--- src/rtl/conv_pkg.sv ---
// Shared types and defaults for the output-feature-map tile scheduler.
package conv_pkg;

  typedef enum logic [2:0] {
    S_IDLE,
    S_LAUNCH,
    S_RUN,
    S_DRAIN,
    S_DONE
  } state_t;

  localparam int TI_DEF       = 16;
  localparam int TW_TILES_DEF = 4;
  localparam int ROW_GRP_DEF  = 5;
  localparam int OFM_ROWS_DEF = 65;
  localparam int CH_PER_GRP   = 8;
  // Four channel groups of eight channels: oc never exceeds 31.
  localparam int OC_W         = 5;

  function automatic int cw(input int n);
    return (n > 1) ? $clog2(n) : 1;
  endfunction

endpackage

--- src/rtl/ofm_addr_gen.sv ---
// Tile-walk counters (ow, rg, tw, grp_base, oc) and output buffer address arithmetic.
module ofm_addr_gen
  import conv_pkg::*;
#(
  parameter int TI       = TI_DEF,
  parameter int TW_TILES = TW_TILES_DEF,
  parameter int ROW_GRP  = ROW_GRP_DEF,
  parameter int OFM_ROWS = OFM_ROWS_DEF,
  parameter int ADDR_W   = 18
) (
  input  logic              clk,
  input  logic              rst,
  input  logic              clr,
  input  logic              adv,
  input  logic              pair,
  output logic [ADDR_W-1:0] addr0,
  output logic [ADDR_W-1:0] addr1,
  output logic              pair_fit,
  output logic              chan_end,
  output logic [OC_W-1:0]   oc
);

  localparam int OW_W = cw(TI);
  localparam int RG_W = cw(ROW_GRP + 2);
  localparam int TW_W = cw(TW_TILES);
  localparam int GB_W = cw(OFM_ROWS + ROW_GRP);
  localparam logic [31:0] ROW_SZ = 32'(TI * TW_TILES);
  localparam logic [31:0] CH_SZ  = 32'(OFM_ROWS * TI * TW_TILES);

  logic [OW_W-1:0] ow;
  logic [RG_W-1:0] rg;
  logic [TW_W-1:0] tw;
  logic [GB_W-1:0] grp_base;

  logic [31:0] step;
  logic [31:0] rg_sum;
  logic [31:0] full;
  logic        ow_wrap;
  logic        rg_wrap;
  logic        tw_wrap;
  logic        gb_wrap;

  // The wrap chain is evaluated for the beat being accepted now; a pair
  // advances two rows at the end of a strip.
  always_comb begin
    step     = pair ? 32'd2 : 32'd1;
    rg_sum   = 32'(rg) + step;
    ow_wrap  = 32'(ow) == 32'(TI - 1);
    rg_wrap  = ow_wrap && (rg_sum >= 32'(ROW_GRP));
    tw_wrap  = rg_wrap && (32'(tw) == 32'(TW_TILES - 1));
    gb_wrap  = tw_wrap && (32'(grp_base) + 32'(ROW_GRP) >= 32'(OFM_ROWS));
    pair_fit = (32'(rg) + 32'd2) <= 32'(ROW_GRP);
    full     = 32'(oc) * CH_SZ + (32'(grp_base) + 32'(rg)) * ROW_SZ
             + 32'(tw) * 32'(TI) + 32'(ow);
    addr0    = ADDR_W'(full);
    addr1    = ADDR_W'(full + ROW_SZ);
  end

  assign chan_end = gb_wrap;

  always_ff @(posedge clk) begin
    if (rst || clr) begin
      ow       <= '0;
      rg       <= '0;
      tw       <= '0;
      grp_base <= '0;
      oc       <= '0;
    end else if (adv) begin
      ow <= ow_wrap ? '0 : ow + 1'b1;
      if (ow_wrap) rg <= rg_wrap ? '0 : RG_W'(rg_sum);
      if (rg_wrap) tw <= tw_wrap ? '0 : tw + 1'b1;
      if (tw_wrap) grp_base <= gb_wrap ? '0 : grp_base + GB_W'(ROW_GRP);
      if (gb_wrap) oc <= oc + 1'b1;
    end
  end

endmodule

--- src/rtl/ofm_tile_sched.sv ---
// Conv-layer output scheduler: launches the kernel, writes result samples to the
// output buffer in tile order, and flags protocol errors. Optional OFM_RELU_EN clamps negatives.
module ofm_tile_sched
  import conv_pkg::*;
#(
  parameter int TI             = TI_DEF,
  parameter int TW_TILES       = TW_TILES_DEF,
  parameter int ROW_GRP        = ROW_GRP_DEF,
  parameter int OFM_ROWS       = OFM_ROWS_DEF,
  parameter int OUT_DATA_WIDTH = 25,
  parameter int ADDR_W         = 18
) (
  input  logic                      clk,
  input  logic                      rst,
  input  logic                      start,
  input  logic [1:0]                cfg_co,
  output logic                      acc_start,
  output logic [1:0]                acc_cfg_co,
  input  logic [OUT_DATA_WIDTH-1:0] ofm_port0,
  input  logic [OUT_DATA_WIDTH-1:0] ofm_port1,
  input  logic                      ofm_port0_v,
  input  logic                      ofm_port1_v,
  input  logic                      acc_end_conv,
  output logic                      wr_en0,
  output logic                      wr_en1,
  output logic [ADDR_W-1:0]         wr_addr0,
  output logic [ADDR_W-1:0]         wr_addr1,
  output logic [OUT_DATA_WIDTH-1:0] wr_data0,
  output logic [OUT_DATA_WIDTH-1:0] wr_data1,
  output logic                      busy,
  output logic                      done,
  output logic                      err
);

  state_t state, nxt;

  logic              start_ok;
  logic              in_run;
  logic              any_v;
  logic              bad_solo;
  logic              bad_pair;
  logic              accept;
  logic              last_oc_hit;
  logic              final_acc;
  logic              err_set;
  logic [ADDR_W-1:0] a0;
  logic [ADDR_W-1:0] a1;
  logic              pair_fit;
  logic              chan_end;
  logic [OC_W-1:0]   oc;

  function automatic logic [OUT_DATA_WIDTH-1:0] shape(input logic [OUT_DATA_WIDTH-1:0] s);
`ifdef OFM_RELU_EN
    return s[OUT_DATA_WIDTH-1] ? '0 : s;
`else
    return s;
`endif
  endfunction

  ofm_addr_gen #(
    .TI       (TI),
    .TW_TILES (TW_TILES),
    .ROW_GRP  (ROW_GRP),
    .OFM_ROWS (OFM_ROWS),
    .ADDR_W   (ADDR_W)
  ) u_addr (
    .clk      (clk),
    .rst      (rst),
    .clr      (start_ok),
    .adv      (accept),
    .pair     (ofm_port1_v),
    .addr0    (a0),
    .addr1    (a1),
    .pair_fit (pair_fit),
    .chan_end (chan_end),
    .oc       (oc)
  );

  // Offending beats are dropped without touching the counters; an end from the
  // kernel is only clean when it coincides with (or follows) the final sample.
  always_comb begin
    start_ok    = (state == S_IDLE) && start;
    in_run      = (state == S_RUN);
    any_v       = ofm_port0_v | ofm_port1_v;
    bad_solo    = ofm_port1_v & ~ofm_port0_v;
    bad_pair    = ofm_port0_v & ofm_port1_v & ~pair_fit;
    accept      = in_run & ofm_port0_v & ~bad_pair;
    last_oc_hit = 32'(oc) == ((32'(acc_cfg_co) + 32'd1) * 32'(CH_PER_GRP) - 32'd1);
    final_acc   = accept & chan_end & last_oc_hit;
    err_set     = (~in_run & any_v)
                | (in_run & (bad_solo | bad_pair))
                | (in_run & acc_end_conv & ~final_acc);
  end

  always_ff @(posedge clk) begin
    if (rst) state <= S_IDLE;
    else     state <= nxt;
  end

  always_comb begin
    nxt = state;
    case (state)
      S_IDLE:   if (start) nxt = S_LAUNCH;
      S_LAUNCH: nxt = S_RUN;
      S_RUN: begin
        if (acc_end_conv)   nxt = S_DONE;
        else if (final_acc) nxt = S_DRAIN;
      end
      S_DRAIN:  if (acc_end_conv) nxt = S_DONE;
      S_DONE:   nxt = S_IDLE;
      default:  nxt = S_IDLE;
    endcase
  end

  always_comb begin
    busy      = (state != S_IDLE);
    acc_start = (state == S_LAUNCH);
    done      = (state == S_DONE);
  end

  always_ff @(posedge clk) begin
    if (rst) begin
      acc_cfg_co <= '0;
      err        <= 1'b0;
    end else if (start_ok) begin
      acc_cfg_co <= cfg_co;
      err        <= 1'b0;
    end else if (err_set) begin
      err <= 1'b1;
    end
  end

  always_ff @(posedge clk) begin
    if (rst) begin
      wr_en0   <= 1'b0;
      wr_en1   <= 1'b0;
      wr_addr0 <= '0;
      wr_addr1 <= '0;
      wr_data0 <= '0;
      wr_data1 <= '0;
    end else begin
      wr_en0 <= accept;
      wr_en1 <= accept & ofm_port1_v;
      if (accept) begin
        wr_addr0 <= a0;
        wr_data0 <= shape(ofm_port0);
      end
      if (accept && ofm_port1_v) begin
        wr_addr1 <= a1;
        wr_data1 <= shape(ofm_port1);
      end
    end
  end

endmodule

--- config.mk ---
export PLATFORM = sky130hd
export DESIGN_NAME = ofm_tile_sched
export DESIGN_NICKNAME = d
export VERILOG_FILES = /design/src/rtl/conv_pkg.sv /design/src/rtl/ofm_addr_gen.sv /design/src/rtl/ofm_tile_sched.sv
export SDC_FILE = /design/constraint.sdc
export NUM_CORES = 1
export LEC_CHECK = 0
export CORE_MARGIN = 2
export CORE_UTILIZATION = 50
export CTS_CLUSTER_SIZE = 8
export DETAILED_ROUTE_END_ITERATION = 8
export DONT_BUFFER_PORTS = 1
export GPL_ROUTABILITY_DRIVEN = 0
export SYNTH_ARGS = -nofsm -noshare
export SYNTH_HDL_FRONTEND = slang
export SYNTH_SLANG_ARGS = --single-unit
--- constraint.sdc ---
create_clock -name clk -period 3.9 [get_ports clk]
set_input_delay 0.195 -clock clk [delete_from_list [all_inputs] [get_ports clk]]
set_output_delay 0.195 -clock clk [all_outputs]
set_load 0.005 [all_outputs]
==> results of run 1 <==
[per-layer routing]
| layer | vias to the layer above | track usage [%] | wire length [µm] |
|---|---|---|---|
| met4 | 0 | 9.98 | 302 |
| li1 | 2351 | - | - |
| met1 | 2172 | 27.5 | 5790 |
| met5 | - | 0 | 0 |
| met3 | 27 | 7.35 | 893 |
| met2 | 145 | 40.4 | 6780 |
[worst max-delay path: cells and delay by family (launching register included)]
| family | cells | cell delay, ps |
|---|---|---|
| fa+ha+maj | 3 | 1090 |
| flops | 1 | 380 |
| simple gates | 5 | 890 |
| xor+xnor | 1 | 70 |
| compound gates | 4 | 910 |
[layout by cell type (no fill, tap or decap), types with 3 or more instances in the layout]
cell,netlist,final
nor2b_1,4,4
nor3b_1,4,4
a21oi_1,90,90
and3_1,3,3
nand4_1,3,3
clkinv_4,0,3
ha_1,21,21
a211oi_1,9,9
xnor2_1,14,14
or2_2,4,4
a22oi_1,3,3
bufinv_16,0,3
inv_1,16,16
dfxtp_1,115,115
mux2i_1,6,6
o21a_1,3,3
xor2_1,5,5
clkbuf_16,0,16
buf_4,2,5
or3_1,5,5
and2_1,5,4
nand2_1,161,161
o211ai_1,4,4
fa_1,3,3
nor2_1,47,46
dlygate4sd3_1,0,56
nor3_1,11,11
o21ai_0,17,17
nand3_1,13,13
clkbuf_8,3,4
[final cells by class]
cell class	count	area (µm²)	share of cell area, %
Multi-Input combinational cell	490	2910	43.5
Sequential cell	115	2300	34.4
Timing Repair Buffer	62	626	9.36
Clock buffer	20	455	6.81
Tap cell	140	175	2.62
Clock inverter	11	153	2.28
Inverter	17	66.3	0.992
[worst paths after layout]
check / from / end / slack (ps)
setup reg to reg: u_addr.grp_base[0]$_SDFFE_PP0P_ / wr_addr1[15]$_SDFFE_PP0P_ / 450
hold reg to reg: wr_data1[14]$_SDFFE_PP0P_ / wr_data1[14]$_SDFFE_PP0P_ / 470
hold / removal: rst / wr_data1[22]$_SDFFE_PP0P_ / 80
setup / recovery: u_addr.grp_base[0]$_SDFFE_PP0P_ / wr_addr1[15]$_SDFFE_PP0P_ / 450
[logic make-up (layout without fill, tap and decap cells)]
group                    after synthesis  after routing  share of synthesized area [%]
AND/OR/NAND/NOR                      280            280                           23.9
AO/OA/AOI/OAI                        159            159                           18.4
flip-flops                           115            115                           42.0
buffers and inverters                 57            110                           5.11
adder cells (fa/ha/maj)               24             24                           5.89
XOR/XNOR                              21             21                           3.63
multiplexers                           6              6                           1.10
[where the power goes]
part / switching, mW / total, mW / leakage, nW / internal [mW]
Sequential: 0.0199 / 1.22 / 0.929 / 1.20
Clock: 0.551 / 1.58 / 0.295 / 1.02
Combinational: 0.0792 / 0.147 / 1.21 / 0.0680
Total: 0.650 / 2.94 / 2.44 / 2.29
[metrics by stage]
stage | cell area [µm²] | cells | worst slack (ps) | utilization [%]
floorplan | 5480 | 662 | 745 | -
global route | 6680 | 855 | 214 | 62.2
CTS | 6680 | 855 | 445 | 62.2
finish | 6680 | 855 | 454 | 62.2
global placement | 5490 | 767 | 557 | 51.1
detailed placement | 5490 | 767 | 458 | 51.1
[state kept, by name, indices dropped and copies added (netlist names)]
name and flops:
wr_addr0 18, acc_cfg_co 2, state 3, wr_data1 25, u_addr.ow 4, u_addr.tw 2, wr_data0 25, u_addr.oc 5
wr_addr1 18, u_addr.grp_base 7, u_addr.rg 3, err 1, wr_en0 1, wr_en1 1
==> metrics.csv, run 1 <==
metric;value;unit
Critical Path Fanout Max;7;
DR DRC count;0;
# setup viols final;0;
Commonest cells post-synth;161 x nand2_1, 115 x dfxtp_1, 90 x a21oi_1;
worst-margin pin slew;945;ps
area leader, netlist;dfxtp_1;
Overflow after GRT;0;
crit-path cells;ha_1, fa_1, a21o_2, nand2_1, xnor2_1, ha_1, o211ai_1, o211ai_1, or3_1, nand4_1, and4bb_4, nor2_1, a211o_1;
first-pass iteration count of the detailed router;4;
top-area cell type share of the netlist area;42.0;%
period utilization;88.4;%
Die H;109;µm
clk_lat worst skew;520;ps
Post-Syn Nets;744;
HP Class;input port to flop;
Sink Count;115;
Reg clk slew, reported paths;60;ps
antenna cells;0;
boundary pin count;152;
Via Count;4695;
Post-CTS Setup Bufs;0;
initial antenna violation count;0;
clock tree buffer depth;2;
Initial Utilization;51.0;%
Max transition margin;37.0;%
total power;2.94;mW
Critical Path RT;4310;ps
total CTS buffers;17;
CP peak stage delay;420;ps
Max Clock Freq;0.290;GHz
number of synthesized flops with an enable pin;0;
most frequent cell after synthesis;nand2_1;
Peak VDD IR;0.250;mV
Syn Inst Count;662;
yosys warns;0;
routed length per instance;16.1;µm
Hold Vio Cnt, Final;0;
global-route wire length before repair;21.9;mm
hold buffers post-CTS;57;
layout cells sized above 1;9.51;%
R2R depth;13;
max_cap viols;0;
Setup TNS;0;ps
worst setup path category;flop to flop;
Tmin final;3450;ps
Most used DFF post-synth;dfxtp_1;
Avg Inst Size Synth;8.28;µm²
most area-consuming cells after synthesis;dfxtp_1 42%, nand2_1 11%, a21oi_1 8.2%;
FF+latch count, synth;115;
status;finished, final reports clean;
Async S/R FF share, synth;0;%
# nets final;785;
Max Clock Skew;8.15;ps
Final ANT Viol Nets;0;
die area;11800;µm²
core area;10700;µm²
Port Buffers;0;
leakage;2.44;nW
TritonCTS clock tree;built;
WHS Path Cells;2;
Netlist cell types;78;
final count of pins violating max slew;0;
number of global-route vias before repair;4533;
RSZ-0062 raised after global routing;no;
post-detailed-placement half-perimeter wirelength;9.10;mm
sequential area share after synthesis;42.0;%
Post-Syn Area;5480;µm²
cell area power density;440;nW/µm²
Worst path slowest cell;fa_1;
die width;109;µm
vias per cell;5.49;
WHS;77.3;ps
H-tree level count;4;
Area growth, synth to finish;22.0;%
GRT Overall Usage;23.7;%
CP arrival;3850;ps
largest net degree at the start of global routing;90;
# rows;38;
Root Buffer;clkbuf_8;
fill count;911;
startpoint types;flop;
post-CTS sizing;0;
final WL;13.8;mm
Setup crit end kind;flop;
Initial DRC Count;265;
(Power assumes the default switching activity.)
==> inputs of run 2 (changes only) <==
--- a/config.mk
+++ b/config.mk
@@ -6,11 +6,12 @@
 export NUM_CORES = 1
 export LEC_CHECK = 0
 export CORE_MARGIN = 2
-export CORE_UTILIZATION = 50
+export CORE_UTILIZATION = 60
 export CTS_CLUSTER_SIZE = 8
 export DETAILED_ROUTE_END_ITERATION = 8
 export DONT_BUFFER_PORTS = 1
 export GPL_ROUTABILITY_DRIVEN = 0
+export PLACE_DENSITY = 0.76
 export SYNTH_ARGS = -nofsm -noshare
 export SYNTH_HDL_FRONTEND = slang
 export SYNTH_SLANG_ARGS = --single-unit
==> run 2 against run 1 <==
Against the previous run:
- global-route usage increased by 5.2 points
- clock power fell by 7%
- first-iteration DRC count decreased by 19%
- final cell count fell by 3.6%
- die area down 16%
- critical path type unchanged
- largest power group unchanged
==> metrics.csv, run 2 (synthesized netlist as in run 1, its figures left out) <==
metric;value;unit;change
Clk pwr share;51.9;%;-1.7 points
period utilization;87.9;%;-0.46 points
routed length per instance;17.5;µm;+8.8%
global-route wire length before repair;23.0;mm;+4.8%
Initial DRC Count;215;;-19%
FF/Latch Area;2300;µm²;unchanged
die width;99.6;µm;-8.4%
initial antenna violation count;2;;+2
met3 usage;9.07;%;+1.7 points
Final ANT Viol Nets;0;;unchanged
Hold Vio Cnt, Final;0;;unchanged
post-detailed-placement half-perimeter wirelength;9.10;mm;about the same
Root Buffer;clkbuf_8;;
clk_lat worst skew;520;ps;about the same
fill count;602;;-34%
startpoint types;flop;;
core area;8810;µm²;-18%
most common cell after layout, fill and taps aside;nand2_1;;
met2 Track Usage GR;49.7;%;+9.3 points
TritonCTS clock tree;built;;
number of global-route vias before repair;4729;;+4.3%
clock tree buffer depth;2;;unchanged
worst-margin pin slew;938;ps;-7.80 ps
final count of pins violating max slew;0;;unchanged
biggest regs;wr_data0 (25), wr_data1 (25);;
Via Count;4880;;+3.9%
# setup viols final;0;;unchanged
hold buffers post-CTS;56;;-1.8%
worst setup path category;flop to flop;;
leakage;2.40;nW;-1.7%
final WL;14.4;mm;+4.9%
Tmin final;3430;ps;-17.9 ps
final core utilization;74.9;%;+13 points
Peak VDD IR;0.329;mV;+32%
total CTS buffers;17;;unchanged
Final Cell Area;6590;µm²;-1.4%
GRT Overall Usage;29.0;%;+5.2 points
CP arrival;3830;ps;-20 ps
Post-CTS Setup Bufs;0;;unchanged
Multi-input gate area;2910;µm²;unchanged
# nets final;783;;-0.25%
largest net degree at the start of global routing;90;;unchanged
Setup TNS;0;ps;unchanged
placed cell areas;5440;µm²;-0.87%
Reg clk slew, reported paths;60;ps;about the same
# rows;34;;-11%
Internal Dissipation;2.19;mW;-4.5%
Max transition margin;37.5;%;+0.52 points
Port Buffers;0;;unchanged
boundary pin count;152;;unchanged
die area;9910;µm²;-16%
Critical Path Fanout Max;7;;unchanged
Max Clock Freq;0.292;GHz;+0.52%
Max Clock Skew;13.2;ps;+5.03 ps
DR DRC count;0;;unchanged
sequential power share;42.9;%;+1.5 points
max_cap viols;0;;unchanged
Critical Path RT;4300;ps;about the same
Net Sw Power;0.655;mW;+0.66%
Area growth, synth to finish;20.3;%;
post-CTS sizing;0;;unchanged
layout cells sized above 1;9.26;%;-0.25 points
vias per cell;5.92;;+7.9%
HP Class;input port to flop;;
cell area power density;431;nW/µm²;-2.0%
RSZ-0062 raised after global routing;no;;
Setup crit end kind;flop;;
Initial Utilization;62.2;%;+11 points
Comb pwr share;5.2;%;+0.2 points
Sw Share;23.0;%;+0.93 points
status;finished, final reports clean;;
Overflow after GRT;0;;unchanged
first-pass iteration count of the detailed router;4;;unchanged
most frequent cells in the layout;161 x nand2_1, 115 x dfxtp_1, 90 x a21oi_1, 55 x dlygate4sd3_1, 46 x nor2_1;;
H-tree level count;4;;unchanged
Most Crowded Layer GR;met2;;
Die H;99.6;µm;-8.4%
GRT met1 Usage;32.7;%;+5.2 points
Sink Count;115;;unchanged
## run 2: worst max-delay path, cell delays in order, from the launching register on
cell and delay, ps:
dfxtp_1 370, ha_1 290, fa_1 420, a21o_2 220, nand2_1 70, xnor2_1 120
ha_1 310, o211ai_1 130, o211ai_1 370, or3_1 220, nand4_1 140, and4bb_4 400
nor2_1 50, a211o_1 220
## run 2: power groups by stage
stage | clock (mW) | combinational [mW] | sequential [mW]
2_1_floorplan | 0 | 0.0830 | 1.24
3_3_place_gp | 0 | 0.0791 | 1.24
3_5_place_dp | 0 | 0.0829 | 1.24
4_1_cts | 1.49 | 0.146 | 1.22
5_1_grt | 1.54 | 0.164 | 1.22
6_report | 1.47 | 0.149 | 1.22
## run 2: metrics by stage
step | instances | setup slack (ps) | power, mW | hold WS, ps
after floorplan | 662 | 745 | 1.32 | 331
after global placement | 734 | 583 | 1.32 | 270
after detailed placement | 734 | 480 | 1.33 | 272
after CTS | 821 | 470 | 2.85 | 3.59
after global routing | 823 | 203 | 2.93 | 39.7
final | 824 | 472 | 2.84 | 17.6
## run 2: final cells by class
class,count,share of cell area [%]
repair buffers,60,9.23
inverters,17,1.01
well taps,108,2.05
diodes,3,0.114
clock inverters,12,2.03
multi-input cells,490,44.1
flip-flops and latches,115,34.9
clock buffers,19,6.55
## run 2: layer usage
| layer | routed length (µm) | vias to the layer above | part of all wire [%] |
|---|---|---|---|
| met5 | 0 | - | 0 |
| met4 | 485 | 0 | 3.4 |
| met3 | 1110 | 48 | 7.7 |
| met2 | 7050 | 208 | 49 |
| met1 | 5790 | 2278 | 40 |
| li1 | - | 2346 | - |
## run 2: path summary, 6_finish.rpt
kind | depth (start not counted) | to | slack, ps | start
setup / recovery | 13 | wr_addr1[15]$_SDFFE_PP0P_ | 470 | u_addr.grp_base[0]$_SDFFE_PP0P_
hold / removal | 3 | state[0]$_SDFFE_PP0P_ | 20 | start
setup reg to reg | 13 | wr_addr1[15]$_SDFFE_PP0P_ | 470 | u_addr.grp_base[0]$_SDFFE_PP0P_
hold reg to reg | 2 | wr_data1[1]$_SDFFE_PP0P_ | 470 | wr_data1[1]$_SDFFE_PP0P_
==> inputs of run 3 (changes only) <==
--- a/config.mk
+++ b/config.mk
@@ -6,12 +6,11 @@
 export NUM_CORES = 1
 export LEC_CHECK = 0
 export CORE_MARGIN = 2
-export CORE_UTILIZATION = 60
+export CORE_UTILIZATION = 41
 export CTS_CLUSTER_SIZE = 8
 export DETAILED_ROUTE_END_ITERATION = 8
 export DONT_BUFFER_PORTS = 1
 export GPL_ROUTABILITY_DRIVEN = 0
-export PLACE_DENSITY = 0.76
 export SYNTH_ARGS = -nofsm -noshare
 export SYNTH_HDL_FRONTEND = slang
 export SYNTH_SLANG_ARGS = --single-unit
==> run 3 against run 2 <==
Against the previous run:
- fmax decreased by 1.5%
- clock skew barely moved
- hold slack improved by 8.4 ps
- sequential share of layout area down 0.31 points
- combinational power decreased by 4%
- highest routed layer unchanged
- largest cell class unchanged
- first-iteration DRC count rose by 3.3%
- critical path type unchanged
- setup slack lost 52 ps
- non-clock buffer count fell by 2
- register-to-register slack worse by 50 ps
==> metrics.csv, run 3 (synthesized netlist as in run 1, its figures left out) <==
metric;value;unit;change
final WL;14.0;mm;-3.1%
Setup TNS;0;ps;unchanged
# setup viols final;0;;unchanged
Final ANT Viol Nets;0;;unchanged
CP arrival;3780;ps;-50 ps
Peak VDD IR;0.294;mV;-11%
crit-path cells;ha_1, fa_1, a21o_2, nor2b_1, xor2_1, ha_1, nor4b_4, o211ai_2, a211oi_1, nor3_1, a211o_1;;
routed length per instance;15.8;µm;-9.8%
placed cell areas;5530;µm²;+1.6%
Clk pwr share;52.1;%;+0.2 points
most frequent cells in the layout;161 x nand2_1, 115 x dfxtp_1, 90 x a21oi_1, 53 x dlygate4sd3_1, 46 x nor2_1;;
global-route wire length before repair;22.6;mm;-1.9%
TritonCTS clock tree;built;;
cell family contributing the most delay on the critical path;compound AO/OA/AOI/OAI gates;;
Critical Path RT;4200;ps;-100 ps
Reg clk slew, reported paths;50;ps;about the same
clk_lat worst skew;410;ps;-110 ps
hold buffers post-CTS;54;;-3.6%
post-detailed-placement half-perimeter wirelength;9.35;mm;+2.8%
CP peak stage delay;450;ps;+30 ps
Worst path slowest cell;a211oi_1;;
DR DRC count;0;;unchanged
dpl cells;802;;+9.3%
# rows;42;;+24%
number of global-route vias before repair;4533;;-4.1%
initial antenna violation count;0;;-2
Max Clock Freq;0.287;GHz;-1.5%
worst-margin pin slew;938;ps;+0.672 ps
RSZ-0062 raised after global routing;no;;
Sw Share;21.8;%;-1.2 points
Final Cell Area;6650;µm²;+0.89%
Die H;120;µm;+20%
Tmin final;3480;ps;+51.7 ps
Area growth, synth to finish;21.3;%;
antenna cells;0;;-3
Overflow after GRT;0;;unchanged
worst setup path category;flop to flop;;
startpoint types;flop;;
sequential power share;42.9;%;about the same
Net Sw Power;0.620;mW;-5.3%
die area;14300;µm²;+44%
critical path buffer and inverter count;0;;unchanged
H-tree level count;4;;unchanged
leakage;2.39;nW;about the same
Port Buffers;0;;unchanged
# nets final;781;;-0.26%
Layout Cells excl Fill;886;;+7.5%
Comb pwr share;5.0;%;-0.2 points
Sink Count;115;;unchanged
clock tree buffer depth;2;;unchanged
Post-CTS Setup Bufs;0;;unchanged
layout cells sized above 1;9.15;%;-0.10 points
Max Clock Skew;12.9;ps;-0.296 ps
Hold Vio Cnt, Final;0;;unchanged
final count of pins violating max slew;0;;unchanged
GRT Overall Usage;19.7;%;-9.2 points
Via Count;4717;;-3.3%
most common cell after layout, fill and taps aside;nand2_1;;
first-pass iteration count of the detailed router;5;;+1
period utilization;89.2;%;+1.3 points
status;finished, final reports clean;;
Initial Utilization;41.7;%;-21 points
Max transition margin;37.4;%;-0.045 points
Root Buffer;clkbuf_16;;
Setup crit end kind;flop;;
Critical Path Fanout Max;7;;unchanged
biggest regs;wr_data0 (25), wr_data1 (25);;
HP Class;input port to flop;;
most used cell, CP;ha_1;;
core area;13100;µm²;+49%
max_cap viols;0;;unchanged
cell area power density;428;nW/µm²;-0.80%
post-CTS sizing;0;;unchanged
Initial DRC Count;222;;+3.3%
Internal Dissipation;2.22;mW;+1.7%
total power;2.84;mW;about the same
vias per cell;5.32;;-10%
boundary pin count;152;;unchanged
die width;120;µm;+20%
total CTS buffers;17;;unchanged
largest net degree at the start of global routing;88;;-2.2%
-- run 3: cell count changes in the layout (fill, tap and decap cells not counted), sizes merged --
cell / delta
clkbuf: +1
clkinvlp: -1
diode: -3
dlygate4sd3: -2
inv: -1
-- run 3: worst paths after layout --
check                                        from                        end  slack, ps  depth (start not counted)
hold reg to reg          wr_data1[1]$_SDFFE_PP0P_   wr_data1[1]$_SDFFE_PP0P_        480                          2
setup / recovery  u_addr.grp_base[0]$_SDFFE_PP0P_  wr_addr1[15]$_SDFFE_PP0P_        420                         11
hold / removal                       acc_end_conv      state[0]$_SDFFE_PP0P_         30                          2
setup reg to reg  u_addr.grp_base[0]$_SDFFE_PP0P_  wr_addr1[15]$_SDFFE_PP0P_        420                         11
-- run 3: power groups by stage --
stage,Sequential [mW],Combinational (mW),Clock [mW]
floorplan,1.24,0.0830,0
global placement,1.24,0.0803,0
detailed placement,1.24,0.0831,0
CTS,1.22,0.143,1.51
global route,1.22,0.159,1.56
finish,1.22,0.143,1.48
-- run 3: layout make-up --
type,instances,area [µm²]
fillers,1227,6490
multi-input cells,490,2910
flip-flops and latches,115,2300
repair buffers,58,588
clock buffers,20,457
well taps,176,220
clock inverters,10,110
inverters,17,66.3
-- run 3: metal layers --
layer	part of all wire, %	track usage, %
met2	47	32.5
met5	0	0
met1	43	23.7
met4	3.2	10.4
met3	6.1	4.99
-- run 3: worst reg2reg max path: cells and delay by family, from the launching register on --
kind | cells | cell delay (ps)
adders and majority gates | 3 | 1100
xor gates and xnor gates | 1 | 150
and+or+nand+nor | 3 | 620
AOI/OAI and AO/OA | 4 | 1120
DFF | 1 | 370
-- run 3: through the flow --
step	hold slack, ps	setup WS (ps)	util, %
6_report	26.0	421	50.6
5_1_grt	27.3	217	50.6
4_1_cts	16.5	442	50.6
3_5_place_dp	272	457	42.1
3_3_place_gp	272	564	42.1
2_1_floorplan	331	745	-
